File: config.mk
export PLATFORM = sky130hd
export DESIGN_NAME = regfile_sb
export DESIGN_NICKNAME = d
export VERILOG_FILES = /design/src/rtl/regfile_sb_pkg.sv /design/src/rtl/rf_read_port.sv /design/src/rtl/regfile_sb.sv
export SDC_FILE = /design/constraint.sdc
export NUM_CORES = 2
export LEC_CHECK = 0
export BUFFER_PORTS_ARGS = -buffer_cell sky130_fd_sc_hd__buf_4
export CAP_MARGIN = 20
export CORE_ASPECT_RATIO = 2
export CORE_MARGIN = 10
export CORE_UTILIZATION = 51
export CTS_CLUSTER_DIAMETER = 80
export DETAILED_ROUTE_END_ITERATION = 10
export PLACE_DENSITY = 0.67
export SKIP_CTS_REPAIR_TIMING = 1
export SLEW_MARGIN = 5
export SYNTH_ARGS = -nofsm -noshare
export SYNTH_HDL_FRONTEND = slang
export SYNTH_SLANG_ARGS = --single-unit
File: constraint.sdc
create_clock -name clk -period 2.6 [get_ports clk]
set_input_delay 0.26 -clock clk [delete_from_list [all_inputs] [get_ports clk]]
set_output_delay 0.26 -clock clk [all_outputs]
set_load 0.005 [all_outputs]
File: src/rtl/regfile_sb_pkg.sv
// ============================================================================
// Module      : regfile_sb_pkg
// Description : Shared defaults and helpers for the scoreboarded register file
// Revision    : 1.0 - initial release
// ============================================================================
`default_nettype none

package regfile_sb_pkg;

    localparam int unsigned C_DEF_DATA_W   = 32;
    localparam int unsigned C_DEF_ADDR_W   = 5;
    localparam int unsigned C_DEF_INIT_CNT = 8;
    localparam int unsigned C_DEF_BYPASS   = 1;

    // Number of byte lanes in a register of the given width.
    function automatic int unsigned lane_cnt(input int unsigned data_w);
        return data_w / 8;
    endfunction

endpackage

`default_nettype wire

File: src/rtl/rf_read_port.sv
// ============================================================================
// Module      : rf_read_port
// Description : One read port: zero check, WB bypass with byte merge, and
//               busy generation from the pending scoreboard bit
// Revision    : 1.0 - initial release
// ============================================================================
`default_nettype none

module rf_read_port
    import regfile_sb_pkg::*;
#(
    parameter int unsigned DATA_W = C_DEF_DATA_W,
    parameter int unsigned ADDR_W = C_DEF_ADDR_W,
    parameter int unsigned BYPASS = C_DEF_BYPASS
) (
    input  logic [ADDR_W-1:0]          rn,
    input  logic                       we,
    input  logic [ADDR_W-1:0]          wn,
    input  logic [DATA_W-1:0]          d,
    input  logic [lane_cnt(DATA_W)-1:0] wbe,
    input  logic [DATA_W-1:0]          rd_stored,
    input  logic                       pend_bit,
    output logic [DATA_W-1:0]          q,
    output logic                       busy
);

    localparam int unsigned LANES = lane_cnt(DATA_W);

    logic              hit;
    logic [DATA_W-1:0] merged;

    // Bypass detection, byte merge of the in-flight write, and output select.
    always_comb begin
        hit    = (BYPASS != 0) && we && (wn == rn) && (rn != '0);
        merged = rd_stored;
        for (int k = 0; k < int'(LANES); k++) begin
            if (wbe[k]) begin
                merged[8*k +: 8] = d[8*k +: 8];
            end
        end
        if (rn == '0) begin
            q = '0;
        end else if (hit) begin
            q = merged;
        end else begin
            q = rd_stored;
        end
        // A register being written this cycle is no longer outstanding when
        // its value is forwarded.
        busy = (rn != '0) && pend_bit && !hit;
    end

endmodule

`default_nettype wire

File: src/rtl/regfile_sb.sv
// ============================================================================
// Module      : regfile_sb
// Description : 2-read/1-write register file with byte-enable writes,
//               same-cycle WB bypass and a pending-write scoreboard
// Revision    : 1.0 - initial release
// ============================================================================
`default_nettype none

module regfile_sb
    import regfile_sb_pkg::*;
#(
    parameter int unsigned DATA_W   = C_DEF_DATA_W,
    parameter int unsigned ADDR_W   = C_DEF_ADDR_W,
    parameter int unsigned INIT_CNT = C_DEF_INIT_CNT,
    parameter int unsigned BYPASS   = C_DEF_BYPASS
) (
    input  logic                          clk,
    input  logic                          clrn,
    input  logic [ADDR_W-1:0]             rna,
    input  logic [ADDR_W-1:0]             rnb,
    output logic [DATA_W-1:0]             qa,
    output logic [DATA_W-1:0]             qb,
    input  logic                          we,
    input  logic [ADDR_W-1:0]             wn,
    input  logic [DATA_W-1:0]             d,
    input  logic [lane_cnt(DATA_W)-1:0]   wbe,
    input  logic                          iss,
    input  logic [ADDR_W-1:0]             iss_wn,
    output logic                          busy_a,
    output logic                          busy_b,
    output logic [(2**ADDR_W)-1:0]        pend
);

    localparam int unsigned DEPTH = 2**ADDR_W;
    localparam int unsigned LANES = lane_cnt(DATA_W);

    logic [DATA_W-1:0] regs_q [DEPTH];
    logic [DATA_W-1:0] regs_d [DEPTH];
    logic [DEPTH-1:0]  pend_q;
    logic [DEPTH-1:0]  pend_d;

    // Next-state: byte-masked WB write, then scoreboard clear-before-set so a
    // same-cycle reissue of the written register stays pending.
    always_comb begin
        for (int i = 0; i < int'(DEPTH); i++) begin
            regs_d[i] = regs_q[i];
        end
        if (we && (wn != '0)) begin
            for (int k = 0; k < int'(LANES); k++) begin
                if (wbe[k]) begin
                    regs_d[wn][8*k +: 8] = d[8*k +: 8];
                end
            end
        end
        regs_d[0] = '0;

        pend_d = pend_q;
        if (we && (wn != '0)) begin
            pend_d[wn] = 1'b0;
        end
        if (iss && (iss_wn != '0)) begin
            pend_d[iss_wn] = 1'b1;
        end
        pend_d[0] = 1'b0;
    end

    // State registers; reset loads reg[i] = i for the first INIT_CNT registers.
    always_ff @(posedge clk or negedge clrn) begin
        if (!clrn) begin
            for (int i = 0; i < int'(DEPTH); i++) begin
                regs_q[i] <= (i >= 1 && i <= int'(INIT_CNT)) ? DATA_W'(i) : '0;
            end
            pend_q <= '0;
        end else begin
            for (int i = 0; i < int'(DEPTH); i++) begin
                regs_q[i] <= regs_d[i];
            end
            pend_q <= pend_d;
        end
    end

    assign pend = pend_q;

    rf_read_port #(
        .DATA_W (DATA_W),
        .ADDR_W (ADDR_W),
        .BYPASS (BYPASS)
    ) u_port_a (
        .rn        (rna),
        .we        (we),
        .wn        (wn),
        .d         (d),
        .wbe       (wbe),
        .rd_stored (regs_q[rna]),
        .pend_bit  (pend_q[rna]),
        .q         (qa),
        .busy      (busy_a)
    );

    rf_read_port #(
        .DATA_W (DATA_W),
        .ADDR_W (ADDR_W),
        .BYPASS (BYPASS)
    ) u_port_b (
        .rn        (rnb),
        .we        (we),
        .wn        (wn),
        .d         (d),
        .wbe       (wbe),
        .rd_stored (regs_q[rnb]),
        .pend_bit  (pend_q[rnb]),
        .q         (qb),
        .busy      (busy_b)
    );

endmodule

`default_nettype wire

Word level (Yosys, flattened, before mapping):

Cells that the tools add are included.

* bits in registers: 1023
* output and inout bits: 98
* word-level logic and storage cells: 118

* $lt $le $gt $ge: 10
* equality and inequality tests: 2
* muxes and demuxes: 47
* bitwise gates (word level): 6
* reductions and logical operators: 21

Operator list (number)
* two-way mux 1024 bit: 6
* bitwise mux 1024 bit: 4
* two-way mux 992 bit: 1
* demux 32 bit (select 5 bit): 4
* two-way mux 32 bit: 11
* binary-select mux 32 bit (select 5 bit): 2
* two-way mux 8 bit: 9
* bitwise AND 32 bit: 1
* inverter 32 bit: 1
* bitwise OR 32 bit: 1
* < comparator 5 x 6 -> 1 bit, second input constant: 4
* two-way mux 24 bit: 1
* nonzero test 5 bit: 4
* >= comparator 6 bit, second input constant: 3
* inverter 5 -> 6 bit: 3
* two-way mux 16 bit: 1
* logical AND 1 bit: 13
* binary-select mux 1 bit (select 5 bit): 2
* demux 1 bit (select 5 bit): 2
* == test 5 bit: 2
* >= comparator 5 x 1 -> 1 bit, second input constant: 2
* logical NOT 5 bit: 2
* < comparator 6 x 1 -> 1 bit, second input constant: 1
* two-way mux 1 bit: 4
* logical NOT 1 bit: 2

Longest topological paths before layout:

* depth after elaboration: 16
* gate-level depth with buffers: 10
* mapped depth without buffers: 5

Modules after synthesis:

A second synthesis with hierarchy kept.

* cell total of the unflattened synthesis: 4060
* area total of the unflattened synthesis: 56487.9 um^2

By module, submodules not included
* regfile_sb: times used 1, cells an instance 3816, area an instance 54989.0 um^2, sequential area each 25615.8 um^2
* rf_read_port: times used 2, cells an instance 122, area an instance 749.5 um^2, sequential area each 0.0 um^2

Worst setup path after synthesis:

No wires, ideal clock.

* kind: input -> output
* start point: in rnb[0]
* end point: out busy_b
* data arrival time: 2.016 ns
* slack: 0.324 ns
* stages on the path: 8
* cell sequence: buf_2 > buf_4 > buf_4 > buf_2 > mux4_2 > mux4_2 > mux2i_1 > nor2_1

* word-level cells in the longest chain between the ends: 5
* elaborated cells on any way between the ends: 9
* those cells by class: eq/ne (1); mux (2); reduce/logical (6)

Ends and longest elaborated chain
* start: declaration: line regfile_sb.sv:20 `input logic [ADDR_W-1:0] rnb,`
* parallel branches: the longest is 4 deep, another holds binary-select mux 1 bit (select 5 bit)
* logical AND 1 bit *: line rf_read_port.sv:50 `busy = (rn != '0) && pend_bit && !hit;`
* end: declaration: line regfile_sb.sv:30 `output logic busy_b,`

Mark *: on every way between the ends. The select of a mux whose other input is x is not followed.

Worst setup path after layout:

* start point: reg regs_q[185] in the netlist's numbering
* end point: out qa[25]

* word-level cells in the longest chain between the ends: 6

Ends and longest elaborated chain
* start: declaration: line regfile_sb.sv:37 `logic [DATA_W-1:0] regs_q [DEPTH];`
* start signal: indexed assignment: line regfile_sb.sv:71 `regs_q[i] <= (i >= 1 && i <= int'(INIT_CNT)) ? DATA_W'(i) : '0;`
* start signal: indexed assignment: line regfile_sb.sv:76 `regs_q[i] <= regs_d[i];`
* binary-select mux 32 bit (select 5 bit) *: line regfile_sb.sv:94 `.rd_stored (regs_q[rna]),`
* two-way mux 32 bit (implied by the code) * (2 in series): line regfile_sb.sv:94
* two-way mux 8 bit: line rf_read_port.sv:37 `if (wbe[k]) begin`
* two-way mux 32 bit *: line rf_read_port.sv:43 `end else if (hit) begin`
* two-way mux 32 bit *: line rf_read_port.sv:41 `if (rn == '0) begin`
* end: declaration: line regfile_sb.sv:21 `output logic [DATA_W-1:0] qa,`

Mark *: on every way between the ends. The rest lies on a longest branch, timed or not. The select of a mux whose other input is x is not followed.

==> flow_metrics.py <==
metrics = {
    "clock_network": {
        "cts_buffers": 96,
        "clk_latency_ns": 0.73,
        "htreeDepth": 3,
        "root_buffer": "clkbuf_16",
        "cts.path.max_buffers": 3,
        "clk_pin_slew_ns": 0.07,
        "cts_tree": "built",
        "clock_sinks": 1023,
    },
    "critical_path": {
        "timing_worst_setup_path_type": "reg2out",
        "start_kind": "flip-flop",
        "crit_top_cell": "mux4_2",
        "r2r_start": "regs_q[214]",
        "critical_path.max_fanout": 3,
        "endpoint_kind": "output port",
        "startpoint": "regs_q[185]",
        "critPathCapture": "qa[25]",
        "required_ns": 2.34,
        "reg2reg_slack_ns": 1.65,
        "arrival_ns": 2.82,
        "reg2reg_depth": 2,
        "r2r_end": "regs_q[214]",
        "crit_path_top_delay_cell": "mux4_2",
        "worstPathCellList": "mux4_2 > mux4_2 > and3_4 > a221o_1 > buf_4",
        "worst_path_largest_cell_delay_ns": 0.55,
    },
    "detailed_routing": {
        "drt-total-wl_um": 203100,
        "vias": 40375,
        "met2_length_um": 101400,
        "postRouteAntennaNets": 0,
        "dr.pass1.iters": 6,
        "m1WireLength_um": 65670,
        "wl_per_cell_um": 34.80,
        "dr_wl_met3_um": 13830,
        "viasPerCell": 6.918,
        "drt_drc_violations_left": 0,
        "maxUsedRoutingLayer": "met5",
        "drtIter0Drc": 3742,
    },
    "sta": {
        "fin_crit_ns": 3.077,
        "finalCritPeriodShare": 1.184,
        "worstMarginPinSlew_ns": 0.8948,
        "fin_ws_ns": -0.4772,
        "relSlewSlack": 0.3972,
        "finalMaxSlewViolations": 0,
        "worst_clock_skew_ns": 0,
        "fmax_mhz": 325.0,
        "hold_viol": 0,
        "setup_viol": 62,
        "rsz0062_at_grt": "true",
    },
    "final_layout": {
        "fin_area_um2": 67850,
        "nFillCells": 8031,
        "fin_nets": 4433,
        "synthToLayoutAreaGrowth_pct": 21.94,
        "regArea_um2": 25620,
        "multi_input_area_um2": 30500,
        "drive_gt1_frac": 0.5880,
    },
    "floorplanning": {
        "die_x_um": 253.6,
        "rows": 171,
        "start_util": 0.5129,
        "core_um2": 108500,
        "io_pins": 158,
        "die_height_um": 487.1,
        "die_area_um2": 123500,
    },
    "outcome": {
        "status": "finished, violations left",
        "violations": "negative setup slack",
    },
    "grt": {
        "grt_overflow_total": 0,
        "antenna_found_initial": 10,
        "grt_pass1_vias": 42007,
        "track_usage": 0.3273,
        "grt_max_degree": 70,
        "grt_pass1_wl_um": 291200,
    },
    "placed_design": {
        "placed_area_um2": 62130,
        "portBuffers": 156,
        "hpwl_um": 146800,
        "place.gp.congestion": 0.9829,
    },
    "yosys": {
        "yosys_warnings": 0,
        "synth_area_um2": 55640,
        "yosys.cell_count.top_type": "mux2_2",
        "syn-num-nets": 3972,
        "yosysTopAreaCellShare": 0.4543,
        "synth_flop_cell": "dfrtp_1",
        "synth.distinct_cells": 65,
        "synth-seq-area-share": 0.4604,
        "synth_area_leaders": "dfrtp_1, mux2_2, mux4_2",
        "ys_ff_latch": 1023,
        "synth.top_cells.by_count": "mux2_2, dfrtp_1, mux4_2, clkbuf_1, nand2_1",
        "avgSynthCellArea_um2": 14.22,
        "synthCells": 3912,
        "synthArstFlopShare": 1.000,
        "yosysTopAreaCell": "dfrtp_1",
        "synth_enable_flop_cells": 0,
    },
    "pwr": {
        "power_density_nw_per_um2": 665.2,
        "peakVddDrop_mv": 0.6013,
        "leakage_uw": 0.03050,
        "power_uw": 45130,
    },
    "run": {
        "max-cap-violations": 0,
    },
    "min_path": {
        "hold_class": "in2reg",
    },
}
-- cell families after synthesis --
family	synth area share
buffers and inverters	0.02908
AOI/OAI and AO/OA	0.06380
and+or+nand+nor	0.03897
xor gates and xnor gates	0.001574
DFF	0.4604
muxes	0.4061
other	0.00006740
-- state kept, by name (all words and copies together) (netlist names) --
register	flops
pend	31
regs_q	992
-- critical path: cells and delay by family, from the launching register on --
family | cells | cell delay [ns]
AO/OA/AOI/OAI | 1 | 0.29
flip-flops | 1 | 0.42
AND/OR/NAND/NOR | 1 | 0.20
buffers and inverters | 1 | 0.15
multiplexers | 2 | 1.04
-- final cells by class --
class,count,area share
Multi-Input combinational cell,2549,0.4495
Sequential cell,1023,0.3776
Timing Repair Buffer,689,0.09695
Clock buffer,133,0.04076
Tap cell,1384,0.02552
Clock inverter,39,0.008705
Inverter,14,0.0007746
Antenna cell,5,0.0001844
-- worst min-delay path by stage --
stage,from,endpoint,slack (ns),cells past startpoint
finish,d[8],regs_q[360],0.08,2
CTS,clrn,regs_q[923],-0.52,1
floorplan,clrn,pend[10],-0.04,0
global placement,clrn,regs_q[923],0.27,1
global route,d[8],regs_q[872],0.03,2
detailed placement,clrn,regs_q[923],0.27,1
-- stage by stage --
| step | TNS [ns] | setup slack [ns] | hold slack, ns | utilization | std cells |
|---|---|---|---|---|---|
| 6_report | -10.93 | -0.4772 | 0.08181 | 0.6254 | 5836 |
| 2_1_floorplan | 0 | 0.3239 | -0.03559 | - | 3912 |
| 4_1_cts | -23.16 | -0.7768 | -0.5191 | 0.6037 | 5817 |
| 3_3_place_gp | -7.985 | -0.6092 | 0.2744 | 0.5728 | 5645 |
| 5_1_grt | -14.26 | -0.5146 | 0.03138 | 0.6254 | 5832 |
| 3_5_place_dp | -7.750 | -0.5252 | 0.2679 | 0.5728 | 5645 |
-- placed cells by master, fill, tap and decap left out, types with 18 or more instances in the layout --
master and n:
nor3_2 29, mux2i_1 141, dfrtp_1 1008, clkbuf_16 100
mux4_2 401, buf_6 45, nor3_4 20, a22o_1 30
nor2b_1 18, clkbuf_1 18, nand2_1 185, a221o_1 24
nor2_1 59, nor3_1 29, a21o_1 25, a22oi_1 20
buf_12 91, mux2_2 1056, o22ai_1 24, clkbuf_8 18
o31ai_4 19, o221ai_2 41, o22ai_2 19, a221oi_2 22
buf_4 536, o21ai_0 56, o221ai_1 32, a221oi_1 45
-- routing by layer --
metal,up-vias,global-route usage
met2,2110,0.5534
met4,8,0.2876
li1,16267,-
met5,-,0.0003967
met1,21180,0.3461
met3,810,0.05929
-- power by group --
group	internal (µW)	switching, µW
clock	8760	6610
sequential	18100	1780
combinational	5250	4620
Power figures use the tool's default switching activity.
